==> config.mk <==
export PLATFORM = sky130hd
export DESIGN_NAME = snake_tile_renderer
export DESIGN_NICKNAME = d
export VERILOG_FILES = /design/src/rtl/snake_tile_renderer.sv
export SDC_FILE = /design/constraint.sdc
export NUM_CORES = 1
export LEC_CHECK = 0
export CAP_MARGIN = 20
export CELL_PAD_IN_SITES_DETAIL_PLACEMENT = 0
export CELL_PAD_IN_SITES_GLOBAL_PLACEMENT = 1
export CORE_MARGIN = 5
export CORE_UTILIZATION = 47
export DETAILED_ROUTE_END_ITERATION = 8
export PLACE_DENSITY_LB_ADDON = 0.1
export SLEW_MARGIN = 5
export SYNTH_ARGS = -nofsm -noshare
export SYNTH_HDL_FRONTEND = slang
export SYNTH_SLANG_ARGS = --single-unit
==> constraint.sdc <==
create_clock -name clk -period 38.2 [get_ports clk]
set_clock_uncertainty 0.2 [all_clocks]
set_input_delay 9.55 -clock clk [delete_from_list [all_inputs] [get_ports clk]]
set_output_delay 9.55 -clock clk [all_outputs]
set_load 0.02 [all_outputs]
==> src/rtl/snake_tile_renderer.sv <==
// snake_tile_renderer: 640x480 VGA renderer drawing the snake board from per-scanline tile masks
module snake_tile_renderer #(
  parameter int GRID_W = 32,
  parameter int GRID_H = 24,
  parameter int TILE = 20,
  parameter int COORD_W = 5,
  parameter int MAX_LEN = 64,
  parameter int LEN_W = 7,
  parameter logic [11:0] BG_COLOR = 12'h000,
  parameter logic [11:0] FOOD_COLOR = 12'hfff,
  parameter logic [11:0] BODY_COLOR = 12'hf00,
  parameter logic [11:0] HEAD_COLOR = 12'hff0,
  parameter logic [11:0] DIE_COLOR = 12'h444,
  parameter logic [11:0] INIT_COLOR = 12'h00f,
  parameter logic [11:0] BORDER_COLOR = 12'h222
) (
  input  logic clk,
  input  logic rst,
  input  logic [COORD_W-1:0] food_x,
  input  logic [COORD_W-1:0] food_y,
  input  logic [MAX_LEN*COORD_W-1:0] snake_x_1dim,
  input  logic [MAX_LEN*COORD_W-1:0] snake_y_1dim,
  input  logic [LEN_W-1:0] snake_length,
  input  logic [1:0] game_state,
  output logic [3:0] r,
  output logic [3:0] g,
  output logic [3:0] b,
  output logic h_sync,
  output logic v_sync,
  output logic frame_tick
);
  localparam int KW = MAX_LEN > 1 ? $clog2(MAX_LEN) : 1;
  localparam logic [1:0] RUNNING = 2'b00, INITIAL = 2'b10, BLANK = 2'b11;
  logic [9:0] hcnt, vcnt, col, hsub, row, vsub, k, tgt;
  logic [KW-1:0] ki;
  logic [COORD_W-1:0] sn_x [MAX_LEN];
  logic [COORD_W-1:0] sn_y [MAX_LEN];
  logic [COORD_W-1:0] sn_fx, sn_fy, seg_x, seg_y;
  logic [LEN_W-1:0] sn_len;
  logic [1:0] sn_state;
  logic [GRID_W-1:0] head_b, body_b, food_b, head_a, body_a, food_a, seg_hot, food_hot, col_hot;
  logic eol, snap_en, step, hit, food_hit, hd, bd, fd, visible, in_grid;
  logic [11:0] rgb_n;
  // decode of timing events, mask-build step and the colour of the current pixel
  always_comb begin
    eol = hcnt == 10'd799;
    snap_en = hcnt == 10'd0 && vcnt == 10'd480;
    k = hcnt - 10'd640;
    ki = k[KW-1:0];
    seg_x = sn_x[ki];
    seg_y = sn_y[ki];
    tgt = vcnt == 10'd524 ? 10'd0 : (vsub == 10'(TILE - 1) ? row + 10'd1 : row);
    step = hcnt >= 10'd640 && hcnt < 10'(640 + MAX_LEN);
    hit = step && k < 10'(sn_len) && 10'(seg_y) == tgt && tgt < 10'(GRID_H);
    food_hit = hcnt == 10'd640 && 10'(sn_fy) == tgt && tgt < 10'(GRID_H);
    for (int i = 0; i < GRID_W; i++) begin
      seg_hot[i] = seg_x == COORD_W'(i);
      food_hot[i] = sn_fx == COORD_W'(i);
    end
    col_hot = GRID_W'(1) << col;
    hd = |(head_a & col_hot);
    bd = |(body_a & col_hot);
    fd = |(food_a & col_hot);
    visible = hcnt < 10'd640 && vcnt < 10'd480;
    in_grid = hcnt < 10'(GRID_W * TILE) && vcnt < 10'(GRID_H * TILE);
    rgb_n = !visible ? 12'h000 :
            !in_grid ? BORDER_COLOR :
            sn_state == INITIAL ? INIT_COLOR :
            sn_state == BLANK ? 12'h000 :
            sn_state == RUNNING ? (hd ? HEAD_COLOR : bd ? BODY_COLOR : fd ? FOOD_COLOR : BG_COLOR) :
            (hd || bd) ? DIE_COLOR : fd ? FOOD_COLOR : BG_COLOR;
  end
  // pixel/line counters with tile and sub-tile position tracked alongside
  always_ff @(posedge clk) begin
    if (rst) begin
      hcnt <= '0;
      vcnt <= '0;
      col <= '0;
      hsub <= '0;
      row <= '0;
      vsub <= '0;
    end else begin
      hcnt <= eol ? 10'd0 : hcnt + 10'd1;
      col <= eol ? 10'd0 : (hsub == 10'(TILE - 1) ? col + 10'd1 : col);
      hsub <= (eol || hsub == 10'(TILE - 1)) ? 10'd0 : hsub + 10'd1;
      if (eol) begin
        vcnt <= vcnt == 10'd524 ? 10'd0 : vcnt + 10'd1;
        row <= vcnt == 10'd524 ? 10'd0 : (vsub == 10'(TILE - 1) ? row + 10'd1 : row);
        vsub <= (vcnt == 10'd524 || vsub == 10'(TILE - 1)) ? 10'd0 : vsub + 10'd1;
      end
    end
  end
  // once-per-frame snapshot of game state so a frame never mixes two game steps
  always_ff @(posedge clk) begin
    if (rst) begin
      for (int i = 0; i < MAX_LEN; i++) begin
        sn_x[i] <= '0;
        sn_y[i] <= '0;
      end
      sn_fx <= '0;
      sn_fy <= '0;
      sn_len <= '0;
      sn_state <= INITIAL;
    end else if (snap_en) begin
      for (int i = 0; i < MAX_LEN; i++) begin
        sn_x[i] <= snake_x_1dim[i*COORD_W +: COORD_W];
        sn_y[i] <= snake_y_1dim[i*COORD_W +: COORD_W];
      end
      sn_fx <= food_x;
      sn_fy <= food_y;
      sn_len <= snake_length > LEN_W'(MAX_LEN) ? LEN_W'(MAX_LEN) : snake_length;
      sn_state <= game_state;
    end
  end
  // masks for the next line are built one segment per clock in h-blank, then swapped in at line end
  always_ff @(posedge clk) begin
    if (rst) begin
      head_b <= '0;
      body_b <= '0;
      food_b <= '0;
      head_a <= '0;
      body_a <= '0;
      food_a <= '0;
    end else if (eol) begin
      head_a <= head_b;
      body_a <= body_b;
      food_a <= food_b;
      head_b <= '0;
      body_b <= '0;
      food_b <= '0;
    end else begin
      if (hit && k == 10'd0) head_b <= head_b | seg_hot;
      if (hit && k != 10'd0) body_b <= body_b | seg_hot;
      if (food_hit) food_b <= food_b | food_hot;
    end
  end
  // registered pixel and sync outputs, all aligned one cycle behind the counters
  always_ff @(posedge clk) begin
    if (rst) begin
      {r, g, b} <= 12'h000;
      h_sync <= 1'b1;
      v_sync <= 1'b1;
      frame_tick <= 1'b0;
    end else begin
      {r, g, b} <= rgb_n;
      h_sync <= !(hcnt >= 10'd656 && hcnt < 10'd752);
      v_sync <= !(vcnt >= 10'd490 && vcnt < 10'd492);
      frame_tick <= snap_en;
    end
  end
endmodule

Word level (Yosys, flattened, before mapping)
Memory sizes are Yosys's and may differ from the RTL's.
Index checks and enable logic that the tools add are counted.
{"block": "word_totals", "output_inout_bits": 15, "in_bits": 661, "regBits": 286, "elab_cells": 425, "n_memories": 2, "ram_bits": 640}
{"name": "sn_x", "depth": 64, "width": 5, "rd": 1, "rd_clocked_by_memory_dff": 0, "wr": 64, "line": "36", "rtl": "logic [COORD_W-1:0] sn_x [MAX_LEN];"}
{"name": "sn_y", "depth": 64, "width": 5, "rd": 1, "rd_clocked_by_memory_dff": 0, "wr": 64, "line": "37", "rtl": "logic [COORD_W-1:0] sn_y [MAX_LEN];"}
{"block": "classes", "shifts": 1, "n_mux": 145, "magnitude_cmp": 11, "n_reduce_logical": 30, "eq_ne": 72, "add_sub_neg": 7, "n_bitwise": 135}
{"op": "2-to-1 mux 5 bit", "count": 128}
{"op": "== test 5 bit (second input constant)", "count": 32}
{"op": "OR 1 bit", "count": 128}
{"op": "AND 32 bit", "count": 3}
{"op": "OR 32 bit", "count": 3}
{"op": "OR reduction 32 bit", "count": 3}
{"op": "== test 5 x 4 -> 1 bit (second input constant)", "count": 16}
{"op": "adder 10 x 1 -> 10 bit (second input constant)", "count": 6}
{"op": "2-to-1 mux 12 bit", "count": 5}
{"op": "== test 5 x 3 -> 1 bit (second input constant)", "count": 8}
{"op": "2-to-1 mux 10 bit", "count": 4}
{"op": "left shift 1 x 10 -> 32 bit (first input constant)", "count": 1}
{"op": "== test 10 bit (second input constant)", "count": 3}
{"op": "< comparator 10 bit (second input constant)", "count": 3}
{"op": "== test 10 x 5 -> 1 bit (second input constant)", "count": 2}
{"op": "== test 5 x 10 -> 1 bit", "count": 2}
{"op": "== test 5 x 2 -> 1 bit (second input constant)", "count": 4}
{"op": ">= comparator 10 bit (second input constant)", "count": 2}
{"op": "zero test 10 bit", "count": 2}
{"op": "< comparator 10 x 9 -> 1 bit (second input constant)", "count": 2}
{"op": "logical AND 1 bit", "count": 12}
{"op": "== test 10 x 9 -> 1 bit (second input constant)", "count": 1}
{"op": "== test 5 x 1 -> 1 bit (second input constant)", "count": 2}
{"op": ">= comparator 10 x 9 -> 1 bit (second input constant)", "count": 1}
{"op": "16 further kinds", "count": 28}

Logic depth before layout (Yosys ltp)
Gate-level depths: netlist of run 1.
{"block": "logic_depth", "word_depth": 9, "depth_mapped": 15, "mapped_depth_nobuf": 10}

Least setup slack after synthesis of run 1
No wires, ideal clock.
{"block": "synth_path", "path_type": "input to register", "start": "input port rst", "end": "memory sn_x[0][0] (enable)", "setup_time_ns": 1.125, "t_arrival_ns": 25.575, "stages": 4, "t_required_ns": 36.875, "path_slack_ns": 11.300, "n_path_buf": 3, "path_cell_list": "clkbuf_1 clkbuf_1 clkbuf_1 nand2b_1"}
{"element": "from (decl)", "line": "18", "rtl": "input logic rst,"}
{"element": "to (decl)", "line": "36"}

==> impl_metrics.json, run 1 <==
{
  "drtIter0Drc": 2361,
  "swShare_pct": 21.8,
  "synth.distinct_cells": 78,
  "core_area_mm2": 0.0865,
  "die_w_um": 305,
  "ys_top_cells_by_area": "edfxtp_1, dfxtp_1, mux4_2",
  "holdPathStages": 2,
  "clockPowerShare_pct": 42.3,
  "fmax_ghz": 0.0688,
  "p_sw_mw": 0.493,
  "nNetsFinal": 4527,
  "track_usage_pct": 26.3,
  "hp-class": "flip-flop to flip-flop",
  "p_seq_share_pct": 49.3,
  "critPathRequiredTime_ps": 38250,
  "place_congestion": 0.835,
  "p_leak_nw": 17.8,
  "synth_edf_count": 640,
  "fillers": 6948,
  "syn_area_per_cell_um2": 12.5,
  "cp-start-kind": "input pin",
  "internal_power_mw": 1.77,
  "wirelength_um": 125000,
  "cts_hold_buffers": 0,
  "ir_drop_v": 0.0000382,
  "yosysWarnings": 0,
  "htree_levels": 3,
  "hpwl_um": 90700,
  "status": "finished clean",
  "clock_latency_ps": 650,
  "ys_top_cells_by_count": "edfxtp_1, nand2_1, and2_1, nor2b_1, dfxtp_1",
  "post-synth-top-count-cell": "edfxtp_1",
  "ant_nets": 0,
  "grt_pass1_wl_um": 185000,
  "grt_pass1_vias": 28538,
  "initial_core_util_pct": 47.2,
  "tns_ps": 0,
  "io_buffers": 675,
  "drv_slew": 0,
  "hold_ws_ps": 244,
  "syn_to_final_growth_pct": 26.7,
  "synth_cells": 3268,
  "clock_path_buffers": 3,
  "rsz0062_at_grt": "false",
  "dieHeight_um": 305,
  "syn_area_mm2": 0.0408,
  "p_comb_share_pct": 8.4,
  "seq_area_frac_synth_pct": 60.8,
  "ioPinCount": 676,
  "fin_crit_sh_pct": 38.1,
  "criticalPathCategory": "input pin to flip-flop",
  "yosysTopAreaCell": "edfxtp_1",
  "drc": 0,
  "die_area_mm2": 0.0929,
  "worst_setup_path_end_kind": "flip-flop",
  "num_vias": 28043,
  "cts-root-buf": "clkbuf_16",
  "synth_top_cell_area_share_pct": 47.0,
  "first_pass_iters": 5,
  "hold_violations": 0,
  "worst-r2r-cell-count": 11,
  "synthArstFlopShare_pct": 0,
  "arrival_ps": 14590,
  "cts_made_buffers": 97,
  "ctsResizeCount": 0,
  "tightest_slew_ps": 1100,
  "path_clk_slew_ps": 70,
  "synth-main-ff-cell": "edfxtp_1",
  "cts_tree": "yes",
  "clock-sinks": 920,
  "placementRows": 108,
  "cts_setup_buffers": 0,
  "worstPathMaxFanout": 160,
  "synthesis.nets": 3945,
  "setup_viol": 0,
  "wire_per_inst_um": 24.5,
  "grt_start_max_net_pins": 202,
  "grt_overflow_total": 0,
  "synth_seq_cells": 920,
  "max-slew-margin-rel_pct": 26.9,
  "finalCriticalPeriod_ps": 14540,
  "drive_above_1_share_pct": 10.3,
  "drt-vias-per-instance": 5.48,
  "drv_cap": 0,
  "p_per_area_mw_per_mm2": 43.7,
  "antenna_found_initial": 29
}
[power groups by stage]
| stage | Clock [mW] | Sequential, mW | Combinational [mW] |
|---|---|---|---|
| 2_1_floorplan | 0 | 1.15 | 0.0898 |
| 3_3_place_gp | 0 | 1.13 | 0.190 |
| 3_5_place_dp | 0 | 1.14 | 0.192 |
| 4_1_cts | 0.971 | 1.12 | 0.192 |
| 5_1_grt | 1.02 | 1.12 | 0.202 |
| 6_report | 0.957 | 1.12 | 0.190 |
[cells by family (layout without fill, tap and decap cells)]
kind of cell | count (synthesis) | in the layout | synth area share [%]
AO/OA/AOI/OAI | 398 | 398 | 6.26
AND/OR/NAND/NOR | 1377 | 1377 | 18.1
other | 0 | 25 | 0
multiplexers | 249 | 249 | 10.6
buffers and inverters | 259 | 925 | 2.77
flip-flops | 920 | 920 | 60.8
XOR/XNOR | 49 | 49 | 1.08
adder cells (fa/ha/maj) | 16 | 16 | 0.490
[per-layer routing]
metal | vias to the layer above | global-route usage [%] | part of all wire [%]
met1 | 14042 | 34.0 | 41
li1 | 12925 | - | -
met4 | 12 | 6.62 | 2.1
met2 | 904 | 46.4 | 52
met5 | - | 0 | 0.064
met3 | 160 | 4.40 | 5.6
[sequential cells by signal (all words and copies together), names as in the netlist, 32 cells and up]
register  cells
body_a       32
body_b       32
food_a       32
food_b       32
head_a       32
head_b       32
sn_x        320
sn_y        320
[placed cells by master (no fill, tap or decap), types with 91 or more instances in the layout]
master and count:
edfxtp_1 640, a21oi_1 160, mux2i_1 91, clkdlybuf4s50_1 674, nand2_1 377, mux4_2 143
and2_1 349, dfxtp_1 272, nor2_1 126, clkbuf_16 102, nor2b_1 318
[critical path: stages]
cell,delay (ps)
buf_8,430
nand2b_4,920
buf_12,660
buf_4,920
buf_4,920
buf_4,850
[area by class of cell]
class,instances,area (µm²),share of cell area (%)
sequential,920,24800,48.0
multi-input combinational,2089,14900,28.9
timing repair buffer,717,7100,13.7
clock buffer,131,2750,5.31
tap,1155,1450,2.79
clock inverter,52,512,0.989
inverter,25,93.8,0.181
antenna,25,62.6,0.121
[through the flow]
stage / area (µm²) / power, mW / std cells / utilization (%) / setup slack, ps
after floorplan: 40800 / 1.24 / 3268 / - / 11300
after global placement: 48400 / 1.32 / 4906 / 56.0 / 23240
after detailed placement: 48400 / 1.33 / 4906 / 56.0 / 22990
after CTS: 51700 / 2.28 / 5089 / 59.8 / 23670
after global routing: 51700 / 2.34 / 5104 / 59.8 / 23320
final: 51700 / 2.26 / 5114 / 59.8 / 23660
[path summary, 6_finish.rpt]
path | start | end | slack [ps]
worst max register to register | hcnt[0]$_SDFF_PP0_ | sn_y[41][2]$_SDFFCE_PP0P_ | 30870
worst max-delay path | rst | sn_y[41][2]$_SDFFCE_PP0P_ | 23660
worst min register to register | body_b[18]$_SDFFE_PP0P_ | body_a[18]$_SDFFE_PP0P_ | 240
worst min-delay path | body_b[18]$_SDFFE_PP0P_ | body_a[18]$_SDFFE_PP0P_ | 240
Note: power is estimated with default switching activity, not from simulation.
==> inputs of run 2 (changes only) <==
--- a/config.mk
+++ b/config.mk
@@ -9,7 +9,7 @@
 export CELL_PAD_IN_SITES_DETAIL_PLACEMENT = 0
 export CELL_PAD_IN_SITES_GLOBAL_PLACEMENT = 1
 export CORE_MARGIN = 5
-export CORE_UTILIZATION = 47
+export CORE_UTILIZATION = 39
 export DETAILED_ROUTE_END_ITERATION = 8
 export PLACE_DENSITY_LB_ADDON = 0.1
 export SLEW_MARGIN = 5
==> constraint.sdc (replaced) <==
create_clock -name clk -period 12.2 [get_ports clk]
set_clock_uncertainty 0.2 [all_clocks]
set_input_delay 3.05 -clock clk [delete_from_list [all_inputs] [get_ports clk]]
set_output_delay 3.05 -clock clk [all_outputs]
set_load 0.02 [all_outputs]
==> impl_metrics.json, run 2 (synthesis gave the netlist of run 1 again) <==
{
  "rsz0062_at_grt": "false",
  "internal_power_mw": 5.63,
  "cp_cell_sequence": "buf_8, nand2b_4, buf_12, buf_4",
  "nNetsFinal": 4539,
  "finalCriticalPeriod_ps": 5910,
  "ir_drop_v": 0.000101,
  "grt_overflow_total": 0,
  "ioPinCount": 676,
  "placementRows": 118,
  "wirelength_um": 129000,
  "met2_usage_pct": 39.3,
  "critical_path.top_delay_family": "buffers and inverters",
  "clock_latency_ps": 690,
  "hold_violations": 0,
  "cts-root-buf": "clkbuf_16",
  "max_stage_delay_ps": 920,
  "status": "finished clean",
  "drc": 0,
  "postPlaceCellArea_mm2": 0.0488,
  "arrival_ps": 5990,
  "cts_hold_buffers": 0,
  "p_sw_mw": 1.55,
  "antenna_found_initial": 54,
  "p_comb_share_pct": 8.1,
  "p_leak_nw": 17.9,
  "hp-class": "flip-flop to flip-flop",
  "drt-vias-per-instance": 5.14,
  "drtIter0Drc": 1693,
  "swShare_pct": 21.6,
  "core_area_mm2": 0.104,
  "grt_pass1_wl_um": 187000,
  "gr-max-usage-layer": "met2",
  "cp-start-kind": "input pin",
  "gr-usage-met1_pct": 27.8,
  "utilization_pct": 50.4,
  "p_seq_share_pct": 48.6,
  "die_w_um": 334,
  "grt_pass1_vias": 27934,
  "grt_start_max_net_pins": 226,
  "largest_registers": "sn_x (320), sn_y (320)",
  "met3_usage_pct": 5.78,
  "fin_crit_sh_pct": 48.4,
  "fmax_ghz": 0.169,
  "tightest_slew_ps": 1240,
  "first_pass_iters": 5,
  "ctsResizeCount": 0,
  "critPathRequiredTime_ps": 12280,
  "criticalPathCategory": "input pin to flip-flop",
  "path_clk_slew_ps": 60,
  "io_buffers": 675,
  "cts_made_buffers": 103,
  "hpwl_um": 92500,
  "drive_above_1_share_pct": 10.2,
  "max-slew-margin-rel_pct": 17.5,
  "final_cell_area_mm2": 0.0523,
  "num_vias": 27507,
  "setup_viol": 0,
  "cts_tree": "yes",
  "mostFrequentLayoutCells": "clkdlybuf4s50_1, edfxtp_1, nand2_1",
  "place_congestion": 0.781,
  "worstPathMaxFanout": 183,
  "fillers": 9349,
  "track_usage_pct": 22.5,
  "wire_per_inst_um": 24.0,
  "initial_core_util_pct": 39.4,
  "clock-sinks": 920,
  "syn_to_final_growth_pct": 27.9,
  "drv_cap": 0,
  "multi_input_area_mm2": 0.0149,
  "worst_setup_path_end_kind": "flip-flop",
  "drv_slew": 0,
  "dieHeight_um": 334,
  "worst_path_max_delay_cell": "buf_4",
  "die_area_mm2": 0.111,
  "hold_ws_ps": 233,
  "path_buf_inv": 3,
  "htree_levels": 3,
  "seq_area_mm2": 0.0248,
  "ant_nets": 0,
  "clockPowerShare_pct": 43.3,
  "p_per_area_mw_per_mm2": 138,
  "tns_ps": 0,
  "cts_setup_buffers": 0,
  "layout_commonest_cell": "clkdlybuf4s50_1",
  "clock_path_buffers": 3
}
[run 2: changes by cell type in the layout (fill, tap and decap cells not counted), sizes merged]
cell / before / now
clkbuf: 131 / 144
clkinv: 38 / 30
buf: 43 / 49
diode: 25 / 31
clkinvlp: 4 / 2
bufinv: 8 / 9
[run 2: power groups by stage]
| stage | clock network (mW) | logic, mW | registers (mW) |
|---|---|---|---|
| 2_1_floorplan | 0 | 0.281 | 3.55 |
| 3_3_place_gp | 0 | 0.592 | 3.55 |
| 3_5_place_dp | 0 | 0.595 | 3.56 |
| 4_1_cts | 3.18 | 0.596 | 3.49 |
| 5_1_grt | 3.31 | 0.626 | 3.50 |
| 6_report | 3.11 | 0.585 | 3.49 |
[run 2: area by class of cell]
cell class	instances	area share [%]
diodes	31	0.148
clock inverters	43	0.864
multi-input cells	2089	28.6
flip-flops and latches	920	47.5
inverters	25	0.180
repair buffers	723	13.8
clock buffers	144	5.59
well taps	1380	3.30
[run 2: layer usage]
| layer | share of wire [%] | wire (µm) |
|---|---|---|
| met1 | 41 | 52200 |
| met2 | 51 | 65900 |
| met3 | 5.9 | 7580 |
| met4 | 2.2 | 2880 |
| met5 | 0.18 | 232 |
[run 2: per-stage QoR]
step	instances	power [mW]	setup slack, ps
6_report	5355	7.19	6290
5_1_grt	5348	7.44	6110
4_1_cts	5323	7.27	6300
3_5_place_dp	5136	4.15	5560
3_3_place_gp	5135	4.15	5610
2_1_floorplan	3268	3.83	3150
[run 2: worst reg2reg max path: cells and delay by family (launching register included)]
kind / cells / cell delay, ps
simple gates: 5 / 2070
mux: 2 / 900
compound gates: 1 / 340
buf+inv: 2 / 1390
flops: 1 / 600
[run 2: path summary, 6_finish.rpt]
kind / start / to / slack [ps] / depth (start not counted)
worst max-delay path: rst / sn_x[22][4]$_SDFFCE_PN0P_ / 6290 / 4
worst min-delay path: food_b[22]$_SDFFE_PP0P_ / food_a[22]$_SDFFE_PP0P_ / 230 / 2
worst max register to register: hcnt[0]$_SDFF_PP0_ / head_b[17]$_SDFFE_PP0P_ / 6650 / 10
worst min register to register: food_b[22]$_SDFFE_PP0P_ / food_a[22]$_SDFFE_PP0P_ / 230 / 2
==> inputs of run 3 (changes only) <==
--- a/config.mk
+++ b/config.mk
@@ -9,7 +9,7 @@
 export CELL_PAD_IN_SITES_DETAIL_PLACEMENT = 0
 export CELL_PAD_IN_SITES_GLOBAL_PLACEMENT = 1
 export CORE_MARGIN = 5
-export CORE_UTILIZATION = 39
+export CORE_UTILIZATION = 43
 export DETAILED_ROUTE_END_ITERATION = 8
 export PLACE_DENSITY_LB_ADDON = 0.1
 export SLEW_MARGIN = 5
==> constraint.sdc (replaced) <==
create_clock -name clk -period 6 [get_ports clk]
set_clock_uncertainty 0.2 [all_clocks]
set_input_delay 1.5 -clock clk [delete_from_list [all_inputs] [get_ports clk]]
set_output_delay 1.5 -clock clk [all_outputs]
set_load 0.02 [all_outputs]
==> impl_metrics.json, run 3 (synthesis gave the netlist of run 1 again) <==
{
  "crit_start": "vsub[0]$_SDFFE_PP0P_",
  "drc": 0,
  "final_cell_area_mm2": 0.0521,
  "critPathRequiredTime_ps": 6370,
  "criticalPathCategory": "flip-flop to flip-flop",
  "antenna_found_initial": 19,
  "grt_start_max_net_pins": 221,
  "place_congestion": 0.844,
  "worstPathMaxFanout": 16,
  "r2r_end": "food_b[16]$_SDFFE_PP0P_",
  "clock_path_buffers": 3,
  "p_sw_mw": 3.19,
  "max-slew-margin-rel_pct": 22.7,
  "wirelength_um": 132000,
  "io_buffers": 675,
  "p_comb_share_pct": 8.5,
  "postPlaceCellArea_mm2": 0.0488,
  "setup_viol": 0,
  "p_leak_nw": 17.9,
  "track_usage_pct": 25.3,
  "worst-r2r-cell-count": 9,
  "drtIter0Drc": 2408,
  "pre_cts_slack_ps": 1370,
  "tightest_slew_ps": 1160,
  "worstHoldEndpoint": "head_a[31]$_SDFFE_PP0P_",
  "cts_hold_buffers": 0,
  "ioPinCount": 676,
  "grt_overflow_total": 0,
  "min_from": "head_b[31]$_SDFFE_PP0P_",
  "rsz0062_at_grt": "false",
  "hold_violations": 0,
  "clock_latency_ps": 660,
  "drv_slew": 0,
  "syn_to_final_growth_pct": 27.5,
  "nNetsFinal": 4540,
  "p_per_area_mw_per_mm2": 280,
  "worst_setup_path_end_kind": "flip-flop",
  "htree_levels": 3,
  "fillers": 7873,
  "clockPowerShare_pct": 42.6,
  "grt_pass1_wl_um": 192000,
  "r2r_slack_ps": 1310,
  "arrival_ps": 5060,
  "hpwl_um": 98100,
  "initial_core_util_pct": 43.2,
  "p_seq_share_pct": 48.9,
  "fmax_ghz": 0.213,
  "internal_power_mw": 11.4,
  "grt_pass1_vias": 29406,
  "wire_per_inst_um": 25.2,
  "cts-root-buf": "clkbuf_16",
  "drv_cap": 0,
  "swShare_pct": 21.9,
  "fin_crit_sh_pct": 78.2,
  "hp-class": "flip-flop to flip-flop",
  "drive_above_1_share_pct": 10.5,
  "cts_tree": "yes",
  "cts_made_buffers": 99,
  "die_area_mm2": 0.101,
  "mostFrequentLayoutCells": "clkdlybuf4s50_1, edfxtp_1, nand2_1",
  "setup_slack_ps": 1310,
  "die_w_um": 318,
  "largest_registers": "sn_x (320), sn_y (320)",
  "tns_ps": 0,
  "status": "finished clean",
  "cts_setup_buffers": 0,
  "placementRows": 113,
  "ctsResizeCount": 0,
  "core_area_mm2": 0.0946,
  "num_vias": 28113,
  "ir_drop_v": 0.000217,
  "layout_commonest_cell": "clkdlybuf4s50_1",
  "cp-start-kind": "flip-flop",
  "path_clk_slew_ps": 60,
  "drt-vias-per-instance": 5.38,
  "first_pass_iters": 5,
  "clock-sinks": 920,
  "ant_nets": 0,
  "r2r-start": "vsub[0]$_SDFFE_PP0P_",
  "dieHeight_um": 318,
  "finalCriticalPeriod_ps": 4690,
  "holdPathStages": 2
}
## run 3: cell type report
class | instances | area, µm² | share of cell area (%)
Clock buffer | 134 | 2780 | 5.33
Sequential cell | 920 | 24800 | 47.7
Antenna cell | 10 | 25.0 | 0.0480
Multi-Input combinational cell | 2089 | 14900 | 28.7
Timing Repair Buffer | 728 | 7300 | 14.0
Tap cell | 1265 | 1580 | 3.04
Clock inverter | 50 | 541 | 1.04
Inverter | 25 | 93.8 | 0.180
## run 3: routing by layer
layer | vias to the layer above | global-route usage [%] | share of wire [%]
met2 | 1042 | 43.1 | 50
met5 | - | 0 | 0.061
li1 | 12946 | - | -
met1 | 13897 | 31.8 | 39
met3 | 218 | 5.24 | 6.4
met4 | 10 | 9.98 | 4.1
## run 3: worst max path at each step
stage / end / slack [ps] / cells past startpoint
finish: food_b[16]$_SDFFE_PP0P_ / 1310 / 9
global route: food_b[16]$_SDFFE_PP0P_ / 1110 / 9
CTS: food_b[16]$_SDFFE_PP0P_ / 1360 / 9
detailed placement: body_b[7]$_SDFFE_PP0P_ / 1370 / 8
global placement: head_b[3]$_SDFFE_PP0P_ / 970 / 10
floorplan: sn_x[0][0]$_SDFFCE_PN0P_ / -1020 / 4
## run 3: power groups by stage
stage	registers, mW	logic [mW]	clock network [mW]
detailed placement	7.26	1.25	0
global placement	7.25	1.24	0
finish	7.13	1.24	6.20
global route	7.14	1.31	6.59
CTS	7.13	1.26	6.31
floorplan	7.22	0.574	0
## run 3: per-stage QoR
stage	hold slack (ps)	utilization, %	total power, mW	std cells
6_report	249	55.1	14.6	5221
3_5_place_dp	243	51.5	8.51	5027
4_1_cts	253	55.1	14.7	5211
5_1_grt	265	55.1	15.0	5220
3_3_place_gp	237	51.5	8.49	5025
2_1_floorplan	225	-	7.80	3268
## run 3: critical path, stage by stage, from the launching register on
cell	delay, ps
dfxtp_1	370
ha_1	230
or4b_1	610
nor4_1	400
mux2i_1	710
xnor2_1	120
or4_1	630
a2111oi_4	960
a31oi_1	200
nor2_1	160
